## src/rtl/sqrt_arb_pkg.sv

```systemverilog
// Shared types, defaults and the round-robin helper used by shared-core arbiters.
package sqrt_arb_pkg;

  typedef enum logic [1:0] {
    IDLE  = 2'd0,
    ISSUE = 2'd1,
    DRAIN = 2'd2,
    RESP  = 2'd3
  } arb_state_t;

  localparam int DW_DEF   = 32;
  localparam int NREQ_DEF = 4;
  localparam int RR_MAX   = 8;

  // Round-robin winner among the first n bits of req, searching from last+1
  // upward with wrap-around. last itself has the lowest priority, so a lone
  // requester is re-granted. Returns last when nothing is requested.
  function automatic logic [2:0] next_rr(input logic [RR_MAX-1:0] req,
                                         input logic [2:0]        last,
                                         input int                n);
    logic [2:0] win;
    int         idx;
    win = last;
    // Walk from the farthest candidate to the nearest so the nearest wins.
    for (int k = RR_MAX; k >= 1; k--) begin
      if (k <= n) begin
        idx = (int'(last) + k) % n;
        if (req[idx[2:0]]) win = idx[2:0];
      end
    end
    return win;
  endfunction

endpackage

```

## src/rtl/sqrt_share_arbiter_rr_pick.sv

```systemverilog
// Combinational round-robin priority picker: request vector + last winner
// in, next winner + any-request flag out.
module rr_pick
  import sqrt_arb_pkg::*;
#(
  parameter int NREQ = NREQ_DEF,
  parameter int IW   = $clog2(NREQ)
) (
  input  logic [NREQ-1:0] req,
  input  logic [IW-1:0]   last,
  output logic [IW-1:0]   winner,
  output logic            any
);

  logic [RR_MAX-1:0] req_ext;
  logic [2:0]        last_ext;
  logic [2:0]        win_ext;

  // Widen the request vector to the helper's fixed width.
  always_comb begin
    req_ext            = '0;
    req_ext[NREQ-1:0]  = req;
  end

  assign last_ext = 3'(last);
  assign win_ext  = next_rr(req_ext, last_ext, NREQ);
  assign winner   = IW'(win_ext);
  assign any      = |req;

endmodule

```

## src/rtl/sqrt_share_arbiter.sv

```systemverilog
// Shares one iterative square-root core among NREQ requesters: round-robin
// grant, level handshake toward the core, result return and a saturating
// completed-operation counter. All outputs come straight from flops.
module sqrt_share_arbiter
  import sqrt_arb_pkg::*;
#(
  parameter int NREQ = NREQ_DEF,
  parameter int DW   = DW_DEF,
  parameter int CNTW = 16,
  parameter int IW   = $clog2(NREQ)
) (
  input  logic             clk,
  input  logic             resetn,
  input  logic [NREQ-1:0]  req_valid,
  input  logic [NREQ*DW-1:0] req_wdata,
  output logic [NREQ-1:0]  req_ready,
  output logic [DW-1:0]    req_rdata,
  output logic             core_valid,
  output logic [DW-1:0]    core_wdata,
  input  logic             core_ready,
  input  logic [DW-1:0]    core_rdata,
  output logic             busy,
  output logic [IW-1:0]    grant_id,
  output logic [CNTW-1:0]  ops_done
);

  arb_state_t      state, state_d;
  logic [IW-1:0]   grant_d;
  logic [NREQ-1:0] req_ready_d;
  logic [DW-1:0]   req_rdata_d;
  logic            core_valid_d;
  logic [DW-1:0]   core_wdata_d;
  logic            busy_d;
  logic [CNTW-1:0] ops_done_d;

  logic [IW-1:0]   pick_id;
  logic            pick_any;

  rr_pick #(
    .NREQ (NREQ),
    .IW   (IW)
  ) u_pick (
    .req    (req_valid),
    .last   (grant_id),
    .winner (pick_id),
    .any    (pick_any)
  );

  // Next state and next output values; everything holds unless a transition fires.
  always_comb begin
    state_d      = state;
    grant_d      = grant_id;
    req_ready_d  = req_ready;
    req_rdata_d  = req_rdata;
    core_valid_d = core_valid;
    core_wdata_d = core_wdata;
    busy_d       = busy;
    ops_done_d   = ops_done;
    case (state)
      IDLE: begin
        if (pick_any) begin
          grant_d      = pick_id;
          for (int i = 0; i < NREQ; i++) begin
            if (pick_id == IW'(i)) core_wdata_d = req_wdata[i*DW +: DW];
          end
          core_valid_d = 1'b1;
          busy_d       = 1'b1;
          state_d      = ISSUE;
        end
      end
      ISSUE: begin
        if (core_ready) begin
          req_rdata_d  = core_rdata;
          core_valid_d = 1'b0;
          state_d      = DRAIN;
        end
      end
      DRAIN: begin
        // Wait for the core to see core_valid low before completing, so the
        // next operation cannot be mistaken for the tail of this one.
        if (!core_ready) begin
          req_ready_d[grant_id] = 1'b1;
          ops_done_d            = (&ops_done) ? ops_done : ops_done + CNTW'(1);
          state_d               = RESP;
        end
      end
      RESP: begin
        if (!req_valid[grant_id]) begin
          req_ready_d = '0;
          busy_d      = 1'b0;
          state_d     = IDLE;
        end
      end
      default: state_d = IDLE;
    endcase
  end

  // State and output registers; reset aborts any operation in flight.
  always_ff @(posedge clk or negedge resetn) begin
    if (!resetn) begin
      state      <= IDLE;
      grant_id   <= IW'(NREQ - 1);
      req_ready  <= '0;
      req_rdata  <= '0;
      core_valid <= 1'b0;
      core_wdata <= '0;
      busy       <= 1'b0;
      ops_done   <= '0;
    end else begin
      state      <= state_d;
      grant_id   <= grant_d;
      req_ready  <= req_ready_d;
      req_rdata  <= req_rdata_d;
      core_valid <= core_valid_d;
      core_wdata <= core_wdata_d;
      busy       <= busy_d;
      ops_done   <= ops_done_d;
    end
  end

endmodule

```

## config.mk

```make
export PLATFORM = sky130hd
export DESIGN_NAME = sqrt_share_arbiter
export DESIGN_NICKNAME = d
export VERILOG_FILES = /design/src/rtl/sqrt_arb_pkg.sv /design/src/rtl/sqrt_share_arbiter_rr_pick.sv /design/src/rtl/sqrt_share_arbiter.sv
export SDC_FILE = /design/constraint.sdc
export NUM_CORES = 1
export LEC_CHECK = 0
export BUFFER_PORTS_ARGS = -buffer_cell sky130_fd_sc_hd__buf_2
export CAP_MARGIN = 20
export CELL_PAD_IN_SITES_DETAIL_PLACEMENT = 0
export CELL_PAD_IN_SITES_GLOBAL_PLACEMENT = 1
export CORE_MARGIN = 3
export CORE_UTILIZATION = 34
export CTS_CLUSTER_DIAMETER = 120
export DETAILED_ROUTE_END_ITERATION = 8
export GPL_TIMING_DRIVEN = 0
export MAX_ROUTING_LAYER = met4
export PLACE_DENSITY = 0.9
export SLEW_MARGIN = 40
export SYNTH_ARGS = -nofsm -noshare
export SYNTH_HDL_FRONTEND = slang
export SYNTH_SLANG_ARGS = --single-unit
```

## constraint.sdc

```tcl
create_clock -name clk -period 3.3 [get_ports clk]
set_input_delay 0.66 -clock clk [delete_from_list [all_inputs] [get_ports clk]]
set_output_delay 0.66 -clock clk [all_outputs]
set_load 0.01 [all_outputs]
```

==> flow_results.xml <==
<?xml version="1.0" encoding="UTF-8"?>
<metrics>
  <group name="run_status">
    <metric name="run_status" unit="">finished clean</metric>
  </group>
  <group name="pwr">
    <metric name="ir_worst_vdd" unit="uV">449.6</metric>
    <metric name="total_power" unit="mW">6.334</metric>
    <metric name="power.leakage" unit="nW">3.347</metric>
    <metric name="power.density" unit="mW/mm2">961.4</metric>
  </group>
  <group name="global_routing">
    <metric name="grt_use_met2" unit="">0.3168</metric>
    <metric name="global_route.usage.met1" unit="">0.2280</metric>
    <metric name="antenna_found_initial" unit="">0</metric>
    <metric name="globalRoute.busiestLayer" unit="">met2</metric>
    <metric name="global_route.overflow_total" unit="">0</metric>
    <metric name="grt_pass1_wl" unit="um">23210</metric>
    <metric name="grtUsageMet3" unit="">0.03388</metric>
    <metric name="global_route.usage.total" unit="">0.1874</metric>
    <metric name="number_of_global_route_vias_before_repair" unit="">4598</metric>
    <metric name="grt_start_max_net_pins" unit="">58</metric>
  </group>
  <group name="synthesis">
    <metric name="ys_seq_elements" unit="">90</metric>
    <metric name="synthesis.area_per_instance" unit="um2">11.91</metric>
    <metric name="mappedNetlistNets" unit="">579</metric>
    <metric name="synth_commonest_cells" unit="">sky130_fd_sc_hd__dfrtp_1 (88), sky130_fd_sc_hd__a21oi_1 (43), sky130_fd_sc_hd__mux2_2 (42), sky130_fd_sc_hd__mux2i_1 (35), sky130_fd_sc_hd__o22ai_1 (33)</metric>
    <metric name="synth_area_leaders" unit="">sky130_fd_sc_hd__dfrtp_1 (46%), sky130_fd_sc_hd__mux2_2 (9.9%), sky130_fd_sc_hd__mux2_4 (7.8%), sky130_fd_sc_hd__mux2i_1 (7.3%), sky130_fd_sc_hd__a21oi_1 (4.5%)</metric>
    <metric name="yosys.cell_count.top_type" unit="">sky130_fd_sc_hd__dfrtp_1</metric>
    <metric name="synth_sequential_area_ratio" unit="">0.4709</metric>
    <metric name="post_synth_inst_count" unit="">402</metric>
    <metric name="synthArstFlopShare" unit="">1.000</metric>
    <metric name="yosys.area.top_type_share" unit="">0.4599</metric>
    <metric name="count_of_flip_flops_with_a_built_in_enable_after_synthesis" unit="">0</metric>
    <metric name="post_synth_num_cell_types" unit="">45</metric>
    <metric name="biggest_area_consumer_among_synthesized_cells" unit="">sky130_fd_sc_hd__dfrtp_1</metric>
    <metric name="yosysWarnings" unit="">0</metric>
    <metric name="syn_area" unit="mm2">0.004788</metric>
    <metric name="yosys_most_used_dff" unit="">sky130_fd_sc_hd__dfrtp_1</metric>
  </group>
  <group name="clock_network">
    <metric name="clock_latency" unit="ps">330</metric>
    <metric name="cts_post_setup_buffers_inserted" unit="">0</metric>
    <metric name="clock_net_sink_count" unit="">90</metric>
    <metric name="cts-hold-fix-buffers" unit="">0</metric>
    <metric name="tritoncts" unit="">built</metric>
    <metric name="cts_buffers" unit="">9</metric>
    <metric name="clk_root_buffer_cell" unit="">sky130_fd_sc_hd__clkbuf_16</metric>
    <metric name="cts.path.max_buffers" unit="">2</metric>
    <metric name="clk_transition_reported_paths" unit="ps">70</metric>
    <metric name="htree_num_levels" unit="">3</metric>
  </group>
  <group name="hold_path">
    <metric name="hold_wc_path_type" unit="">primary input to async pin</metric>
  </group>
  <group name="setup_path">
    <metric name="crit_fanout" unit="">10</metric>
    <metric name="critPathKind" unit="">register to register</metric>
    <metric name="critical_path_required" unit="ps">3520</metric>
    <metric name="cp.arrival" unit="ps">3220</metric>
    <metric name="setup.worst_path.end_class" unit="">register</metric>
    <metric name="critical_path.startpoint_type" unit="">register</metric>
  </group>
  <group name="routing">
    <metric name="vias_per_cell" unit="">4.969</metric>
    <metric name="drc" unit="">0</metric>
    <metric name="drtAntennaViolNets" unit="">0</metric>
    <metric name="detailedRoute.firstPassIterationCount" unit="">4</metric>
    <metric name="wl" unit="um">14030</metric>
    <metric name="iter_0_drt_violations" unit="">173</metric>
    <metric name="route.vias.total" unit="">4204</metric>
    <metric name="drt-wirelength-per-cell" unit="um">16.58</metric>
  </group>
  <group name="floorplan">
    <metric name="fp.coreArea" unit="mm2">0.01351</metric>
    <metric name="die_area" unit="mm2">0.01554</metric>
    <metric name="placementRows" unit="">42</metric>
    <metric name="die-width" unit="um">124.7</metric>
    <metric name="die-height" unit="um">124.7</metric>
    <metric name="floorplan.initialDensity" unit="">0.3545</metric>
    <metric name="boundaryPins" unit="">255</metric>
  </group>
  <group name="run">
    <metric name="max_cap_violations" unit="">0</metric>
  </group>
  <group name="sta">
    <metric name="layout_worst_path_cycle_share" unit="">0.9091</metric>
    <metric name="skew" unit="ps">9.307</metric>
    <metric name="max-slew-margin-rel" unit="">0.6118</metric>
    <metric name="setup_tns" unit="ps">0</metric>
    <metric name="setup_viol" unit="">0</metric>
    <metric name="grt_setup_unrepaired" unit="">false</metric>
    <metric name="timing.final.hold_violations" unit="">0</metric>
    <metric name="worstMarginPinSlew" unit="ps">577.5</metric>
    <metric name="final_period_minus_worst_setup_slack" unit="ps">3000</metric>
    <metric name="drv_slew" unit="">0</metric>
    <metric name="max_freq" unit="MHz">333.3</metric>
  </group>
  <group name="final_layout">
    <metric name="layout.core_utilization" unit="">0.4879</metric>
    <metric name="final_layout_size_suffix_gt1_frac" unit="">0.5403</metric>
    <metric name="fillers" unit="">1264</metric>
    <metric name="final_nets" unit="">842</metric>
    <metric name="design_area" unit="mm2">0.006589</metric>
    <metric name="antenna_cells" unit="">0</metric>
    <metric name="syn2layout_area_growth" unit="%">37.60</metric>
  </group>
  <group name="placement">
    <metric name="io_buffer_count" unit="">251</metric>
    <metric name="post-dp-hpwl" unit="um">11310</metric>
    <metric name="gp_congestion" unit="">0.8609</metric>
    <metric name="post_dp_cell_area" unit="mm2">0.006299</metric>
  </group>
</metrics>
-- path summary, 6_finish.rpt --
path / startpoint / end / slack, ps / depth (start not counted)
min in group clk: req_rdata[4]$_DFFE_PN0P_ / req_rdata[4]$_DFFE_PN0P_ / 500 / 1
max in group asynchronous: resetn / grant_id[1]$_DFFE_PN1P_ / 2470 / 2
max: grant_id[1]$_DFFE_PN1P_ / core_wdata[12]$_DFFE_PN0P_ / 300 / 12
min: resetn / ops_done[15]$_DFFE_PN0P_ / 210 / 1
max reg2reg: grant_id[1]$_DFFE_PN1P_ / core_wdata[12]$_DFFE_PN0P_ / 300 / 12
min reg2reg: req_rdata[4]$_DFFE_PN0P_ / req_rdata[4]$_DFFE_PN0P_ / 500 / 1
-- per-layer routing --
layer	up-vias	part of all wire
met5	-	0
met4	0	0.018
met3	18	0.064
met2	187	0.51
met1	1993	0.41
li1	2006	-
-- report_power, final --
group,leakage (nW),internal [mW],switching (mW)
Clock,0.139,0.533,0.436
Combinational,2.14,1.67,1.81
Sequential,1.06,1.61,0.272
Total,3.35,3.81,2.52
-- worst max-delay path, cell delays in order (launching register included) --
cell,delay (ps)
sky130_fd_sc_hd__dfstp_2,580
sky130_fd_sc_hd__buf_2,230
sky130_fd_sc_hd__inv_1,120
sky130_fd_sc_hd__ha_1,320
sky130_fd_sc_hd__clkbuf_2,210
sky130_fd_sc_hd__nor2_1,140
sky130_fd_sc_hd__a31oi_1,110
sky130_fd_sc_hd__a22oi_2,200
sky130_fd_sc_hd__buf_6,200
sky130_fd_sc_hd__buf_6,200
sky130_fd_sc_hd__buf_6,190
sky130_fd_sc_hd__mux2i_1,270
sky130_fd_sc_hd__a21oi_1,100
-- cells by family (layout without fill, tap and decap cells) --
family / count (synthesis) / after routing / synth area share
mux: 103 / 103 / 0.2550
fa+ha+maj: 10 / 10 / 0.02613
flops: 90 / 90 / 0.4709
buf+inv: 37 / 305 / 0.04155
compound gates: 96 / 96 / 0.1252
xor+xnor: 16 / 16 / 0.02926
simple gates: 50 / 50 / 0.05200
-- timing repair --
action,4_1_cts,5_1_grt
endpoints found under the hold margin,0,0
setup endpoints to repair,0,31
resized for setup,0,13
-- area by class of cell --
cell class / count / area (um2) / area share
repair buffers: 252 / 1290 / 0.1958
well taps: 176 / 220.2 / 0.03342
inverters: 10 / 37.54 / 0.005697
clock inverters: 6 / 40.04 / 0.006077
clock buffers: 10 / 239.0 / 0.03627
plain buffers: 27 / 168.9 / 0.02564
flip-flops and latches: 90 / 2255 / 0.3422
multi-input cells: 275 / 2338 / 0.3549
-- registers in the layout (all words and copies together), names as in the netlist --
register / flops
req_rdata: 32
core_valid: 1
grant_id: 2
ops_done: 16
state: 2
busy: 1
req_ready: 4
core_wdata: 32
-- cells in the final DEF, fill, tap and decap left out, drive strengths merged, types with 3 or more instances in the layout --
cell,n
inv,12
a21oi,43
o22ai,33
xor2,4
o21ai,5
mux2i,35
buf,270
nand2,19
nand3,7
nand4,5
mux2,67
clkinv,3
clkbuf,19
xnor2,12
ha,10
nor2,6
nor3,3
dfrtp,88
-- through the flow --
stage | cells | hold slack, ps | worst slack, ps
floorplan | 402 | 364.4 | 637.5
global placement | 829 | 481.1 | 112.0
detailed placement | 830 | 490.6 | 35.38
CTS | 846 | 208.7 | 5.337
global route | 846 | 222.8 | 76.00
finish | 846 | 208.6 | 300.0
Note: power is estimated with default switching activity, not from simulation.
